--- src/rtl/md_ctrl.sv ---
// Multiply/divide sequencer for the E stage: decodes HI/LO-class ops, runs a fixed-latency
// busy counter, commits HI/LO and requests D-stage stalls. Divide support is under `MD_DIV_EN.
module md_ctrl #(
    parameter int unsigned MULT_CYCLES = 5,
    parameter int unsigned DIV_CYCLES  = 10
) (
    input  logic        clk,
    input  logic        reset,
    input  logic [31:0] ir_e,
    input  logic [31:0] ir_d,
    input  logic [31:0] rs_e,
    input  logic [31:0] rt_e,
    output logic        start,
    output logic        busy,
    output logic        stall_md,
    output logic [31:0] hi,
    output logic [31:0] lo,
    output logic [31:0] md_out
);
    localparam logic [5:0] F_MFHI = 6'b010000;
    localparam logic [5:0] F_MTHI = 6'b010001;
    localparam logic [5:0] F_MTLO = 6'b010011;
    localparam logic [4:0] MUL_LAT = 5'(MULT_CYCLES);
    localparam logic [4:0] DIV_LAT = 5'(DIV_CYCLES);

    typedef enum logic {IDLE, RUN} state_t;

    state_t      state_q, state_d;
    logic [4:0]  cnt_q, cnt_d;
    logic [31:0] op_a_q, op_a_d, op_b_q, op_b_d;
    logic [31:0] hi_q, hi_d, lo_q, lo_d;
    logic        uns_q, uns_d;

    logic       sp_e, sp_d, is_mul_e, is_div_e, hl_d;
    logic [5:0] fe, fd;

    assign sp_e = (ir_e[31:26] == 6'd0);
    assign sp_d = (ir_d[31:26] == 6'd0);
    assign fe   = ir_e[5:0];
    assign fd   = ir_d[5:0];

    // mult/multu share funct[5:1]=01100, div/divu share 01101, moves share funct[5:2]=0100
    assign is_mul_e = sp_e && (fe[5:1] == 5'b01100);
`ifdef MD_DIV_EN
    assign is_div_e = sp_e && (fe[5:1] == 5'b01101);
    assign hl_d     = sp_d && ((fd[5:2] == 4'b0100) || (fd[5:2] == 4'b0110));
`else
    assign is_div_e = 1'b0;
    assign hl_d     = sp_d && ((fd[5:2] == 4'b0100) || (fd[5:1] == 5'b01100));
`endif

    assign busy     = (state_q == RUN);
    assign start    = (is_mul_e || is_div_e) && !busy;
    assign stall_md = (start || busy) && hl_d;
    assign hi       = hi_q;
    assign lo       = lo_q;
    assign md_out   = (sp_e && fe == F_MFHI) ? hi_q : lo_q;

    // One 64x64 multiplier covers both flavours: sign-extend only for the signed op.
    logic [63:0] prod;
    always_comb begin
        prod = {{32{!uns_q && op_a_q[31]}}, op_a_q} * {{32{!uns_q && op_b_q[31]}}, op_b_q};
    end

`ifdef MD_DIV_EN
    logic        div_q, div_d;
    logic [31:0] quo, rem;
    always_comb begin
        quo = '0;
        rem = '0;
        if (op_b_q != 32'd0) begin
            if (uns_q) begin
                quo = op_a_q / op_b_q;
                rem = op_a_q % op_b_q;
            end else begin
                quo = $unsigned($signed(op_a_q) / $signed(op_b_q));
                rem = $unsigned($signed(op_a_q) % $signed(op_b_q));
            end
        end
    end
`endif

    always_comb begin
        state_d = state_q;
        cnt_d   = cnt_q;
        op_a_d  = op_a_q;
        op_b_d  = op_b_q;
        uns_d   = uns_q;
        hi_d    = hi_q;
        lo_d    = lo_q;
`ifdef MD_DIV_EN
        div_d   = div_q;
`endif
        case (state_q)
            IDLE: begin
                if (start) begin
                    state_d = RUN;
                    op_a_d  = rs_e;
                    op_b_d  = rt_e;
                    uns_d   = fe[0];
                    cnt_d   = is_div_e ? DIV_LAT : MUL_LAT;
`ifdef MD_DIV_EN
                    div_d   = is_div_e;
`endif
                end else if (sp_e && fe == F_MTHI) begin
                    hi_d = rs_e;
                end else if (sp_e && fe == F_MTLO) begin
                    lo_d = rs_e;
                end
            end
            RUN: begin
                cnt_d = cnt_q - 5'd1;
                if (cnt_q == 5'd1) begin
                    state_d = IDLE;
`ifdef MD_DIV_EN
                    if (div_q) begin
                        // divide by zero still burns the full latency but leaves HI/LO alone
                        if (op_b_q != 32'd0) begin
                            hi_d = rem;
                            lo_d = quo;
                        end
                    end else begin
                        hi_d = prod[63:32];
                        lo_d = prod[31:0];
                    end
`else
                    hi_d = prod[63:32];
                    lo_d = prod[31:0];
`endif
                end
            end
            default: state_d = IDLE;
        endcase
    end

    always_ff @(posedge clk or posedge reset) begin
        if (reset) begin
            state_q <= IDLE;
            cnt_q   <= '0;
            op_a_q  <= '0;
            op_b_q  <= '0;
            uns_q   <= 1'b0;
            hi_q    <= '0;
            lo_q    <= '0;
`ifdef MD_DIV_EN
            div_q   <= 1'b0;
`endif
        end else begin
            state_q <= state_d;
            cnt_q   <= cnt_d;
            op_a_q  <= op_a_d;
            op_b_q  <= op_b_d;
            uns_q   <= uns_d;
            hi_q    <= hi_d;
            lo_q    <= lo_d;
`ifdef MD_DIV_EN
            div_q   <= div_d;
`endif
        end
    end

    logic unused_ir;
    assign unused_ir = ^{ir_e[25:6], ir_d[25:6]};
endmodule

--- config.mk ---
export PLATFORM = sky130hd
export DESIGN_NAME = md_ctrl
export DESIGN_NICKNAME = d
export VERILOG_FILES = /design/src/rtl/md_ctrl.sv
export SDC_FILE = /design/constraint.sdc
export NUM_CORES = 2
export LEC_CHECK = 0
export ABC_AREA = 1
export BUFFER_PORTS_ARGS = -buffer_cell sky130_fd_sc_hd__buf_2
export CAP_MARGIN = 25
export CORE_ASPECT_RATIO = 0.8
export CORE_MARGIN = 5
export CORE_UTILIZATION = 50
export DETAILED_ROUTE_END_ITERATION = 8
export PLACE_DENSITY = 0.76
export SETUP_SLACK_MARGIN = 0.5
export SLEW_MARGIN = 20
export SYNTH_ARGS = -nofsm -noshare
export SYNTH_HDL_FRONTEND = slang
export SYNTH_SLANG_ARGS = --single-unit
--- constraint.sdc ---
create_clock -name clk -period 9.2 [get_ports clk]
set_input_delay 2.76 -clock clk [delete_from_list [all_inputs] [get_ports clk]]
set_output_delay 2.76 -clock clk [all_outputs]
set_load 0.01 [all_outputs]
==> results by stage <==
Outcome:
- The flow ran to the end, and the final reports show no timing, DRC or antenna violations.

Global route:
- Across every metal layer, demand over resource in global routing totals 0.2935.
- The initial antenna violation count came to 2.
- The overflow left after global routing is 0.
- The first global-routing pass estimated 223000 µm of wire.
- Entering global routing, the biggest net connects 79 pins.
- The number of global-route vias before repair is 39950.

Drt:
- The first detailed-routing pass took 7 iterations.
- The detailed router finished its first iteration with 3434 violations.
- In the final routing, the length of wire on met1 measures 56950 µm.
- The total met3 wirelength after detailed routing is 15930 µm.
- Dividing the detail-routed via count by the number of cells gives 5.257.
- After detailed routing, the average wire length per cell comes to 19.53 µm.
- The routed layout has 37750 vias.
- The detailed route wirelength on metal2 is 61730 µm.
- Wires add up to 140200 µm.
- The uppermost metal layer occupied by signal nets is met4.
- The count of nets left with antenna violations once routing finished came out at 0.
- In the routed design, unresolved DRC markers number 0.

Die:
- The starting utilization of the core area is 0.5013.
- Row generation in the floorplan step produced 100 rows.
- The die is 282.5 µm tall.
- The width of the die is 350.6 µm.
- The floorplan step defined a die boundary enclosing 99060 µm².
- The core region is 92590 µm².
- During I/O placement, the number of pins put on the boundary was 229.

Worst setup path:
- On the critical path, the stage with the largest delay is an instance of sky130_fd_sc_hd__dfrtp_1.
- Traced cell by cell, the critical path runs through nor2_1 -> fa_1 -> fa_1 -> fa_1 -> inv_1 -> fa_1 -> inv_1 -> fa_1 -> fa_1 -> fa_1 -> inv_1 -> fa_1 -> inv_1 -> ha_1 -> nand2_1 -> nor2_1 -> nand2_1 -> nor2_1 -> nand3_1 -> nand4_1 -> nand3_1 -> a22oi_1.
- The startpoint kind of the worst setup timing path is a register.
- At the worst endpoint, the arrival time is 8.76 ns.
- The worst endpoint required time is 9.59 ns.
- The flop-to-flop setup slack is 0.83 ns.
- The maximum single-stage delay on the critical path is 0.78 ns.
- STA classifies the critical path endpoint as a register.
- By instance count, the cell type seen most on the critical path is sky130_fd_sc_hd__fa_1.
- The worst setup path is of the reg -> reg kind.
- The worst reg-to-reg path cell count is 22.
- In this run the critical register-to-register path is captured at hi[15].
- In this run the worst path has a maximum fanout of 15.
- The beginning of the worst register-to-register path is uns_q.

Layout:
- The growth of design area from synthesis to finish is 6.219%.
- The finished cells cover 49300 µm².
- In the final design database the tool counted 7412 nets.
- The proportion of layout cells with a drive suffix above 1 is 0.06615.
- The filler cells instantiated in the layout total 8472.
- Measured on the finished design, the core utilization comes to 0.5325.

Clock tree:
- The clock passes through at most 2 buffers.
- The post-cts sizing count is 0.
- The clock edge transition at the registers on the reported setup and hold paths is 0.10 ns.
- TritonCTS built the clock tree.
- After clock tree synthesis, the setup repair step added 0 buffers.
- In this run the clock root is driven by a sky130_fd_sc_hd__clkbuf_16.
- The cts-stage hold buffer count is 0.
- The H-tree generated during clock tree synthesis spans 4 levels.
- The insertion delay to the later sink of the worst-skew pair is 0.50 ns.
- The number of buffers inserted during clock tree synthesis is 17.
- Counting every sink on the clock net gives 135.

STA:
- Setup repair after global routing left no endpoint under its margin.
- The minimum clock period is 8.373 ns.
- On the final layout, the worst hold slack is 0.4748 ns.
- At the pin with the least slew margin, the transition time is 1.066 ns.
- In the finished design, the share of the clock period the worst path needs comes to 0.9101.
- The fmax is 0.1194 GHz.
- Summed over all failing endpoints, the final setup total negative slack is 0 ns.
- Setup violations remaining at the end of the flow were counted as 0.
- The headroom to the max-slew limit is 0.2890.
- The hold violation count in the final report is 0.
- Once routing completed, OpenROAD measured the worst setup slack at 0.8275 ns.
- The number of max-slew violations in the final report is 0.
- The final setup skew is 0.02774 ns.

Synthesis:
- The post-synthesis average cell area is 7.843 µm².
- The share of synthesized area in the top cell type comes to 0.4852.
- Yosys mapped a number of flops with a built-in enable equal to 0.
- After synthesis the netlist holds a flip-flop and latch count of 135.
- Yosys instantiated no cell more often than sky130_fd_sc_hd__inv_1.
- By area the synthesized netlist is led by sky130_fd_sc_hd__fa_1, sky130_fd_sc_hd__inv_1, sky130_fd_sc_hd__nand2_1.
- The number of warnings issued by yosys is 0.
- When the netlist entered floorplanning its net count stood at 7387.
- The number of different library cells in the post-synthesis netlist is 43.
- The biggest area consumer among synthesized cells is sky130_fd_sc_hd__fa_1.
- The share of the Yosys chip area taken by registers is 0.07278.
- The mapped netlist covers 46410 µm².
- After synthesis, the share of flip-flops with an asynchronous set or reset is 1.000.
- After synthesis, the most frequently instantiated cells are sky130_fd_sc_hd__inv_1, sky130_fd_sc_hd__nand2_1, sky130_fd_sc_hd__fa_1.
- The gate count of the mapped netlist is 5918.
- In the synthesized netlist the dominant register cell turns out to be sky130_fd_sc_hd__dfrtp_1.

Pwr:
- Across the VDD grid, the largest voltage drop is 0.1356 mV.
- The leakage power figure is 0.02880 µW.
- The power per unit of standard cell area is 32.92 nW/µm².

Run:
- Max-cap violations in this run came to 0.

Placed design:
- The setup slack at placement is 0.8677 ns.
- Summing all placed instances gives a cell area of 48640 µm².
- The number of buffers inserted by port buffering is 187.
- The detailed placement HPWL is 118900 µm.
- At the end of routability-driven placement, the weighted congestion stood at 1.032.

Hold path:
- The startpoint identified for the worst hold timing path is cnt_q[4].
- The min-delay analysis places its worst path in the category reg -> reg.
- The cell depth of the worst hold path is 1.
- The end point of the worst hold path is cnt_q[4].
## cells by family after synthesis
| logic type | Yosys count | synth area share |
|---|---|---|
| muxes | 24 | 0.005823 |
| AOI/OAI and AO/OA | 258 | 0.03297 |
| buffers and inverters | 2022 | 0.1646 |
| DFF | 135 | 0.07278 |
| and+or+nand+nor | 2136 | 0.1802 |
| adders and majority gates | 1339 | 0.5429 |
| xor gates and xnor gates | 4 | 0.0007549 |
## area by class of cell
| cell class | count | area, µm² | area share |
|---|---|---|---|
| timing repair buffer | 309 | 1892 | 0.03837 |
| tap | 1224 | 1531 | 0.03106 |
| antenna | 1 | 2.502 | 0.00005076 |
| clock buffer | 17 | 425.4 | 0.008629 |
| clock inverter | 15 | 196.4 | 0.003984 |
| inverter | 1719 | 6457 | 0.1310 |
| multi-input combinational | 3761 | 35400 | 0.7181 |
| sequential | 135 | 3392 | 0.06880 |
## worst max-delay path, delay by kind of cell, from the launching register on
family                     cells  cell delay [ns]
buffers and inverters          4             0.52
AOI/OAI and AO/OA              1             0.24
DFF                            1             0.78
adders and majority gates      9             5.03
and+or+nand+nor                8             1.69
## how the worst max path moves through the flow
stage               start      to  slack, ns  depth (start not counted)
3_3_place_gp   op_a_q[31]  hi[15]       0.95                         23
3_5_place_dp   op_a_q[31]  hi[15]       0.87                         24
2_1_floorplan  op_a_q[31]  hi[22]       1.84                         30
6_report            uns_q  hi[15]       0.83                         22
4_1_cts        op_a_q[31]  hi[15]       0.81                         24
5_1_grt        op_a_q[31]  hi[25]       0.54                         26
## cells in the final DEF, fill, tap and decap left out, drive strengths merged, types with 2 or more instances in the layout
cell and n:
ha 214, nand4 19, clkbuf 17, and2 2, xor2 3, nor2 273, buf 309, inv 1726
o21ai 89, and3 3, a21oi 118, fa 1125, nand2 1678, o31ai 2, nand3b 7, or2 18
mux2 24, o21a 7, clkinv 8, nand3 122, dfrtp 135, o21bai 8, nor3 7, a2bb2oi 22
a22oi 8, nor4 4
## per-layer routing
layer	track usage	vias up
met5	0	-
met4	0.09865	0
met3	0.07931	274
met2	0.4512	1926
met1	0.4076	18970
li1	-	16590
## state kept, by name, summed over array words and instances (netlist names)
name and flops:
op_a_q 32, uns_q 1, busy 1, cnt_q 5, hi 32, op_b_q 32
lo 32
## power breakdown
part | switching (µW) | internal (µW) | total, µW
Clock | 379 | 371 | 750
Combinational | 134 | 85.1 | 219
Sequential | 34.0 | 620 | 654
Total | 547 | 1080 | 1620
## per-stage QoR
stage / instances / power (µW)
floorplan: 5918 / 766.8
global placement: 7146 / 875.2
detailed placement: 7146 / 880.8
CTS: 7178 / 1627
global route: 7180 / 1674
finish: 7181 / 1623
Power figures use the tool's default switching activity.
